[config.mk]
export PLATFORM = sky130hd
export DESIGN_NAME = rate_tracker
export DESIGN_NICKNAME = d
export VERILOG_FILES = /design/src/rtl/rate_tracker.sv
export SDC_FILE = /design/constraint.sdc
export NUM_CORES = 1
export LEC_CHECK = 0
export CORE_UTILIZATION = 43
export DETAILED_ROUTE_END_ITERATION = 7
export GPL_TIMING_DRIVEN = 1
export HOLD_SLACK_MARGIN = 0.02
export PLACE_DENSITY = 0.76
export SLEW_MARGIN = 10
export SYNTH_ARGS = -nofsm -noshare
export SYNTH_HDL_FRONTEND = slang
export SYNTH_SLANG_ARGS = --single-unit
[constraint.sdc]
create_clock -name clk -period 2.9 [get_ports clk]
set_input_delay 0.58 -clock clk [delete_from_list [all_inputs] [get_ports clk]]
set_output_delay 0.58 -clock clk [all_outputs]
set_load 0.02 [all_outputs]
[src/rtl/rate_tracker.sv]
// Rate-measurement stage around lockin: counts clk_en cycles between filtered edges,
// holds the active bit rate and drift direction, and sequences acquire/track/timeout.
package rate_tracker_pkg;
    typedef enum logic {
        PIN_CAME_LATE  = 1'b0,
        PIN_CAME_EARLY = 1'b1
    } drift_direction_e;

    typedef enum logic [1:0] {
        IDLE    = 2'd0,
        ACQUIRE = 2'd1,
        MEASURE = 2'd2,
        TRACK   = 2'd3
    } rt_state_e;
endpackage

module rate_tracker
    import rate_tracker_pkg::*;
#(
    parameter int RATE_COUNTER_WIDTH = 16,
    parameter int MIN_RATE           = 2
) (
    input  logic                          clk,
    input  logic                          sync_rst_n,
    input  logic                          clk_en,
    input  logic                          enable_i,
    input  logic                          clear_state_i,
    input  logic [RATE_COUNTER_WIDTH-1:0] timeout_limit_i,
    input  logic                          filtered_event_i,
    input  logic                          update_rate_i,
    input  logic                          clear_rate_i,
    input  logic                          drift_detected_i,
    input  drift_direction_e              drift_direction_i,
    output logic [RATE_COUNTER_WIDTH-1:0] rate_accumulator_o,
    output logic [RATE_COUNTER_WIDTH-1:0] active_rate_o,
    output logic                          active_rate_valid_o,
    output drift_direction_e              active_drift_direction_o,
    output logic                          drift_latched_o,
    output logic                          lockin_en_o,
    output logic                          lockin_clear_o,
    output logic                          glitch_o,
    output logic                          timeout_o,
    output rt_state_e                     dbg_state_o
);
    localparam int W = RATE_COUNTER_WIDTH;
    localparam logic [W-1:0] ACC_MAX    = {W{1'b1}};
    localparam logic [W-1:0] ACC_ONE    = W'(1);
    localparam logic [W-1:0] MIN_RATE_W = W'(MIN_RATE);

    rt_state_e        r_state;
    logic [W-1:0]     r_acc;
    logic [W-1:0]     r_rate;
    logic             r_valid;
    drift_direction_e r_dir;
    logic             r_latched;
    logic             r_lockin_en;

    rt_state_e        w_state_nxt;
    logic [W-1:0]     w_acc_nxt;
    logic [W-1:0]     w_rate_nxt;
    logic             w_valid_nxt;
    drift_direction_e w_dir_nxt;
    logic             w_latched_nxt;
    logic             w_leave;
    logic             w_glitch;
    logic             w_timeout;
    logic             w_busy;
    logic             w_expired;
    logic             w_run;
    logic [W-1:0]     w_acc_inc;

    assign w_busy    = (r_state == MEASURE) || (r_state == TRACK);
    assign w_expired = (timeout_limit_i != '0) && (r_acc >= timeout_limit_i);
    assign w_acc_inc = (r_acc == ACC_MAX) ? r_acc : r_acc + ACC_ONE;
    assign w_run     = clk_en && sync_rst_n;

    // Priority: disable > software clear > timeout > update / clear_rate.
    always_comb begin
        w_state_nxt   = r_state;
        w_acc_nxt     = r_acc;
        w_rate_nxt    = r_rate;
        w_valid_nxt   = r_valid;
        w_dir_nxt     = r_dir;
        w_latched_nxt = r_latched;
        w_leave       = 1'b0;
        w_glitch      = 1'b0;
        w_timeout     = 1'b0;
        if (!enable_i) begin
            w_state_nxt = IDLE;
            w_acc_nxt   = '0;
            w_leave     = w_busy;
        end else if (clear_state_i && (r_state != IDLE)) begin
            w_state_nxt = ACQUIRE;
            w_acc_nxt   = '0;
            w_leave     = w_busy;
        end else if (w_busy && w_expired) begin
            w_state_nxt = ACQUIRE;
            w_acc_nxt   = '0;
            w_leave     = 1'b1;
            w_timeout   = 1'b1;
        end else begin
            case (r_state)
                IDLE: w_state_nxt = ACQUIRE;
                ACQUIRE: begin
                    if (filtered_event_i) begin
                        w_state_nxt = MEASURE;
                        w_acc_nxt   = '0;
                    end
                end
                default: begin
                    // Update samples the pre-clear count; the clear lands afterwards.
                    w_acc_nxt = clear_rate_i ? '0 : w_acc_inc;
                    if (update_rate_i) begin
                        if (r_acc < MIN_RATE_W) begin
                            w_glitch = 1'b1;
                        end else begin
                            w_rate_nxt  = r_acc;
                            w_valid_nxt = 1'b1;
                            w_state_nxt = TRACK;
                            if ((r_state == TRACK) && drift_detected_i && !r_latched) begin
                                w_latched_nxt = 1'b1;
                                w_dir_nxt     = drift_direction_i;
                            end
                        end
                    end
                end
            endcase
        end
        if (w_leave) begin
            w_valid_nxt   = 1'b0;
            w_latched_nxt = 1'b0;
            w_dir_nxt     = PIN_CAME_LATE;
        end
    end

    always_ff @(posedge clk) begin
        if (!sync_rst_n) begin
            r_state     <= IDLE;
            r_acc       <= '0;
            r_rate      <= '0;
            r_valid     <= 1'b0;
            r_dir       <= PIN_CAME_LATE;
            r_latched   <= 1'b0;
            r_lockin_en <= 1'b0;
        end else if (clk_en) begin
            r_state     <= w_state_nxt;
            r_acc       <= w_acc_nxt;
            r_rate      <= w_rate_nxt;
            r_valid     <= w_valid_nxt;
            r_dir       <= w_dir_nxt;
            r_latched   <= w_latched_nxt;
            r_lockin_en <= (w_state_nxt == TRACK);
        end
    end

    assign rate_accumulator_o       = r_acc;
    assign active_rate_o            = r_rate;
    assign active_rate_valid_o      = r_valid;
    assign active_drift_direction_o = r_dir;
    assign drift_latched_o          = r_latched;
    assign lockin_en_o              = r_lockin_en;
    assign lockin_clear_o           = w_run && w_leave;
    assign glitch_o                 = w_run && w_glitch;
    assign timeout_o                = w_run && w_timeout;
    assign dbg_state_o              = r_state;
endmodule

==> impl_results.md, run 1 <==
* Rel. slew slack at 60.65%
* WL/cell at 16.87 um
* FP Rows at 26
* Final instance area at 3641 um2
* Setup WS post-layout at -0.08732 ns
* Clock root buffer: clkbuf_8
* Synth Net Count at 339
* Gate power share at 12.6%
* Via count at 2711
* Hold Path Stages at 2
* Top cell type's share of synthesized area at 32.34%
* Util after Layout at 70.39%
* Placed insts at 452
* Worst Setup End Kind: output port
* Clock slew at the register clock pins of the worst setup and hold paths at 0.08 ns
* Final #Nets at 442
* Min-Delay Path Class: flip-flop to flip-flop
* Detailed Route WL at 7.931 mm
* Worst Reg2Reg Path Length in Cells at 11
* Unrepaired setup endpoints after global routing: true
* Clk_lat worst skew at 0.30 ns
* Area grow syn2layout at 54.79%
* Total GRT Usage at 26.79%
* WS Path Type: flip-flop to output port
* Vias/cell at 5.768
* Top cells by area, synth: dfxtp_1 32%, ha_1 9.0%, mux2i_1 6.8%, nor2_1 5.1%, nand3_1 4.3%
* H-tree Lvls at 2
* FILL cells at 405
* Largest net degree at the start of global routing at 28
* Chip width at 75.96 um
* Antenna Cells at 0
* Final Power at 1131 uW
* PD cells at 310.6 nW/um2
* Total die area at 5770 um2
* DR DRC count at 0
* Data arrival, critical path at 2.41 ns
* Synthesized instance count at 296
* Actual slew at the worst max-slew pin at 0.5857 ns
* Clock Path Buffers at 2
* Fin crit period at 2.987 ns
* Initial Util at 45.48%
* Starting DRT DRC Count at 217
* Share of cells above drive strength 1 at 25.00%
* Sink Count at 38
* Sequential-to-total area share from yosys stat at 32.34%
* Hold endpoint: active_rate_o[7]
* R2R setup slack at 0.12 ns
* Clock Skew at 0.006881 ns
* ANT nets after route at 0
* Placed inst area at 3309 um2
* Final Setup Violations at 2
* GP Congestion at 0.8902
* PortBufs at 66
* Most frequent cell after synthesis: dfxtp_1
* Post-synth top area cell: dfxtp_1
* Final worst path period share at 103.0%
* Syn Area/Cell at 7.947 um2
* Post-Syn Area at 2352 um2
* Global-route wire length before repair at 12.40 mm
* Switching Share at 25.13%
* Die Y at 75.96 um
* RR Endpoint: active_rate_o[1]
* Yosys warnings at 0
* Drt pass-1 iters at 4
* Total grt overflow at 0
* Post-DP HPWL at 5.367 mm
* Max Slew Vio Count at 0
* EDFF count, synth at 0
* Synth unique cells at 45
* Failing checks: setup timing
* Num CTS Buffers at 5
* Synthesized flop and latch total at 38
* Asr flop ratio synth at 0%
* Static Leakage at 0.001556 uW
* Core Box Area at 5172 um2
* Antenna violations before repair at 0
* Main synth FF type: dfxtp_1
* Int Pwr at 846.6 uW
* Clock share of power at 40.9%
* Vias in the first global route at 2709
* CP Max Fanout at 3
* Max VDD drop at 0.0001843 V
* Synth top cells by count: 38 x dfxtp_1, 32 x nor2_1, 22 x inv_1
* Required time of the worst setup path at 2.32 ns
* Reg power frac at 46.5%
* FF-to-FF Start: rate_accumulator_o[0]
* Layout Cells excl Fill at 470
* Status: finished, violations left
* Crit start category: flip-flop
* Total I/O pin count at 67
* Psw at 284.2 uW
* MaxCap Viol Count at 0
* Fmax at 0.3347 GHz
* TritonCTS clock tree: done
* Min-delay src: active_rate_o[7]
* Final hold vios at 0
placed cells by master, fill, tap and decap left out, types with 3 or more instances in the layout:
cell and n:
a21o_1 4, a21oi_1 10, a31oi_1 5, and2_1 4
and3_1 6, buf_2 7, buf_4 43, clkbuf_8 5
clkdlybuf4s15_1 4, clkdlybuf4s50_1 47, dfxtp_1 36, dlygate4sd2_1 6
ha_1 7, ha_4 9, inv_1 14, inv_2 8
mux2i_1 16, nand2_1 19, nand3_1 20, nand4_1 8
nor2_1 30, nor3_1 7, nor4_1 11, nor4b_1 3
o21ai_0 18, o311ai_0 3, or3_1 5, or4_1 3
worst max-delay path: stages (launching register included):
cell and delay, ns:
dfxtp_2 0.35, inv_2 0.06, ha_4 0.23, nand2b_4 0.13, a2111o_1 0.37, a32oi_2 0.27, a21boi_2 0.11, buf_4 0.17
buf_6 0.11, nor4_4 0.14, buf_4 0.18
per-layer routing:
layer	part of all wire, %	GRT usage (%)	wire length, um
met5	0	0	0
met4	4.2	15.19	336
met3	7.0	5.060	555
met2	47	46.45	3726
met1	42	30.78	3312
cells by family after synthesis:
group | synth area share, %
AOI/OAI and AO/OA | 15.43
adders and majority gates | 9.042
buffers and inverters | 6.808
DFF | 32.34
muxes | 6.808
and+or+nand+nor | 29.58
registers in the layout (all words and copies together), names as in the netlist:
signal	cells
active_drift_direction_o	1
lockin_en_o	1
active_rate_valid_o	1
drift_latched_o	1
active_rate_o	16
rate_accumulator_o	16
dbg_state_o	2
final cells by class:
cell class	count	area (um2)	share of cell area [%]
tap	70	87.58	2.405
multi-input combinational	222	1630	44.78
clock inverter	3	45.04	1.237
sequential	38	763.2	20.96
inverter	22	82.58	2.268
timing repair buffer	110	963.4	26.46
clock buffer	5	68.82	1.890
power groups by stage:
stage | Clock (uW) | Sequential [uW] | Combinational (uW)
final | 462 | 526 | 143
after global routing | 488 | 526 | 155
after CTS | 469 | 526 | 128
after detailed placement | 0 | 538 | 128
after global placement | 0 | 538 | 126
after floorplan | 0 | 540 | 51.6
metrics by stage:
step / setup slack (ns) / TNS, ns / hold WS (ns)
final: -0.08732 / -0.1542 / 0.4978
after detailed placement: -0.9402 / -13.86 / 0.4868
after global placement: -0.9096 / -12.19 / 0.4755
after global routing: -0.1561 / -0.3995 / 0.5329
after floorplan: -0.009283 / -0.009283 / 0.5620
after CTS: -0.06534 / -0.06534 / 0.5035
worst max-delay path by stage:
stage | from | endpoint | slack (ns) | cells after the start
after floorplan | timeout_limit_i[15] | lockin_clear_o | -0.009 | 8
after global placement | timeout_limit_i[13] | glitch_o | -0.91 | 9
after detailed placement | timeout_limit_i[13] | glitch_o | -0.94 | 9
after CTS | rate_accumulator_o[0] | lockin_clear_o | -0.07 | 10
after global routing | timeout_limit_i[11] | lockin_clear_o | -0.16 | 11
final | rate_accumulator_o[0] | glitch_o | -0.09 | 10
repair_timing:
item                                    4_1_cts  5_1_grt
gates resized for setup                      74       17
endpoints found under the setup margin       21        4
hold buffers                                  0        0
pin swaps                                    26        5
setup buffers                                 3        7
No activity file was read; power rests on OpenSTA's default activity.
==> inputs of run 2 (changes only) <==
--- a/config.mk
+++ b/config.mk
@@ -5,6 +5,7 @@
 export SDC_FILE = /design/constraint.sdc
 export NUM_CORES = 1
 export LEC_CHECK = 0
+export CAP_MARGIN = 20
 export CORE_UTILIZATION = 43
 export DETAILED_ROUTE_END_ITERATION = 7
 export GPL_TIMING_DRIVEN = 1
==> results of run 2 <==
No change in the layout: final DEF, timing and power equal those of run 1.
==> inputs of run 3 (changes only) <==
--- a/config.mk
+++ b/config.mk
@@ -10,7 +10,8 @@
 export DETAILED_ROUTE_END_ITERATION = 7
 export GPL_TIMING_DRIVEN = 1
 export HOLD_SLACK_MARGIN = 0.02
-export PLACE_DENSITY = 0.76
+export PLACE_DENSITY_LB_ADDON = 0.3
+export RECOVER_POWER = 100
 export SLEW_MARGIN = 10
 export SYNTH_ARGS = -nofsm -noshare
 export SYNTH_HDL_FRONTEND = slang
==> run 3 against run 2 <==
Compared with the run above:
- the run now ends clean
- clock skew decreased by 0.0011 ns
- worst setup slack improved by 0.12 ns
- final cell count increased by 0.43%
- flip-flop and latch count unchanged
- maximum frequency increased by 4.1%
- first-iteration DRC count decreased by 19%
- wire length decreased by 2.6%
- cell area increased by 1.0%
- non-clock buffer count increased by 2
- via count decreased by 0.59%
- register-to-register slack about the same
- critical path depth unchanged
- highest routed layer unchanged
==> impl_results.md, run 3 (synthesized netlist as in run 1, its figures left out) <==
* CP Max Fanout at 3
* Required time of the worst setup path at 2.32 ns
* Vias/cell at 5.710
* Rel. slew slack at 68.22%
* TritonCTS clock tree: done
* DR DRC count at 0
* Total GRT Usage at 25.90%
* Num CTS Buffers at 5
* Placed inst area at 3332 um2
* Core Box Area at 5172 um2
* Max Slew Vio Count at 0
* Static Leakage at 0.001708 uW
* Min-Delay Path Class: flip-flop to flip-flop
* Actual slew at the worst max-slew pin at 0.4731 ns
* Final instance area at 3679 um2
* WL/cell at 16.36 um
* Crit start category: input port
* Chip width at 75.96 um
* Final Setup Violations at 0
* Vias in the first global route at 2532
* WS Path Type: input port to output port
* Post-DP HPWL at 5.241 mm
* Initial Util at 45.48%
* Clk_lat worst skew at 0.29 ns
* PD cells at 307.6 nW/um2
* Final hold vios at 0
* Data arrival, critical path at 2.29 ns
* Total grt overflow at 0
* Final #Nets at 444
* Clock Skew at 0.005781 ns
* Share of cells above drive strength 1 at 27.36%
* Fin crit period at 2.868 ns
* GP Congestion at 0.8716
* Clock Path Buffers at 2
* Clock slew at the register clock pins of the worst setup and hold paths at 0.08 ns
* MaxCap Viol Count at 0
* Largest net degree at the start of global routing at 28
* Fmax at 0.3486 GHz
* Clock root buffer: clkbuf_8
* Detailed Route WL at 7.724 mm
* Commonest non-fill, non-tap cells in the layout: 45 x buf_4, 39 x dlygate4sd3_1, 36 x dfxtp_1
* Starting DRT DRC Count at 176
* Post-CTS Hold Buffers at 0
* PortBufs at 66
* Area grow syn2layout at 56.38%
* Global-route wire length before repair at 11.92 mm
* Status: completed
* Layout Cells excl Fill at 472
* Total die area at 5770 um2
* Max VDD drop at 0.0002064 V
* Total I/O pin count at 67
* Worst Setup End Kind: output port
* Antenna violations before repair at 0
* Util after Layout at 71.12%
* ANT nets after route at 0
* Antenna Cells at 0
* H-tree Lvls at 2
* Commonest non-fill, non-tap cell in the layout: buf_4
* FP Rows at 26
* Placed insts at 455
* Drt pass-1 iters at 7
* Sink Count at 38
* Final worst path period share at 98.91%
* Via count at 2695
* Die Y at 75.96 um
==> run 3: changes by cell type in the layout (fill, tap and decap cells not counted), sizes merged <==
| cell | before | now |
|---|---|---|
| buf | 53 | 56 |
| clkdlybuf4s50 | 47 | 8 |
| dlygate4sd2 | 6 | 4 |
| dlygate4sd3 | 0 | 39 |
| clkbuf | 5 | 8 |
| clkdlybuf4s15 | 4 | 2 |
==> run 3: final timing paths <==
check / cells past startpoint / slack [ns] / to / from
setup reg to reg: 11 / 0.12 / active_rate_o[3] / rate_accumulator_o[0]
setup / recovery: 10 / 0.03 / lockin_clear_o / timeout_limit_i[13]
hold reg to reg: 2 / 0.49 / active_rate_o[13] / active_rate_o[13]
hold / removal: 2 / 0.49 / active_rate_o[13] / active_rate_o[13]
==> run 3: critical path: stages <==
cell and delay [ns]:
buf_6 0.10, inv_2 0.06, ha_4 0.20, a21o_1 0.17, a21o_1 0.18, a2111oi_4 0.35, a21boi_2 0.16, nor3b_2 0.27
nor3_2 0.08, buf_4 0.16
==> run 3: metal layers <==
metal  share of wire (%)  global-route usage, %  up-vias
met5                   0                      0        -
li1                    -                      -     1297
met4                 2.3                  8.654        0
met2                  50                  46.45      129
met3                 6.5                  4.217       19
met1                  41                  31.25     1250
==> run 3: report_power, final <==
group / total, uW / switching [uW] / internal (uW)
logic: 148 / 76.6 / 71.8
registers: 526 / 2.72 / 523
clock network: 458 / 202 / 256
total: 1130 / 281 / 851
==> run 3: cell type report <==
| type | instances | area (um2) |
|---|---|---|
| Inverter | 22 | 85.08 |
| Clock buffer | 5 | 68.82 |
| Multi-Input combinational cell | 222 | 1648 |
| Tap cell | 70 | 87.58 |
| Clock inverter | 3 | 45.04 |
| Fill cell | 397 | 1494 |
| Sequential cell | 38 | 763.2 |
| Timing Repair Buffer | 112 | 980.9 |
==> run 3: metrics by stage <==
step / worst slack, ns / total power (uW) / setup TNS (ns) / hold slack (ns)
6_report: 0.03156 / 1132 / 0 / 0.4908
5_1_grt: -0.03713 / 1177 / -0.07087 / 0.5297
4_1_cts: 0.003222 / 1133 / 0 / 0.5044
3_5_place_dp: -0.9134 / 668.7 / -15.67 / 0.4846
3_3_place_gp: -0.9001 / 665.1 / -14.25 / 0.4759
2_1_floorplan: -0.009283 / 591.5 / -0.009283 / 0.5620
==> run 3: timing repair <==
item / 4_1_cts / 5_1_grt
buffers inserted: 7 / 2
endpoints found under the setup margin: 21 / 16
pin swaps: 20 / 12
resized for setup: 92 / 20
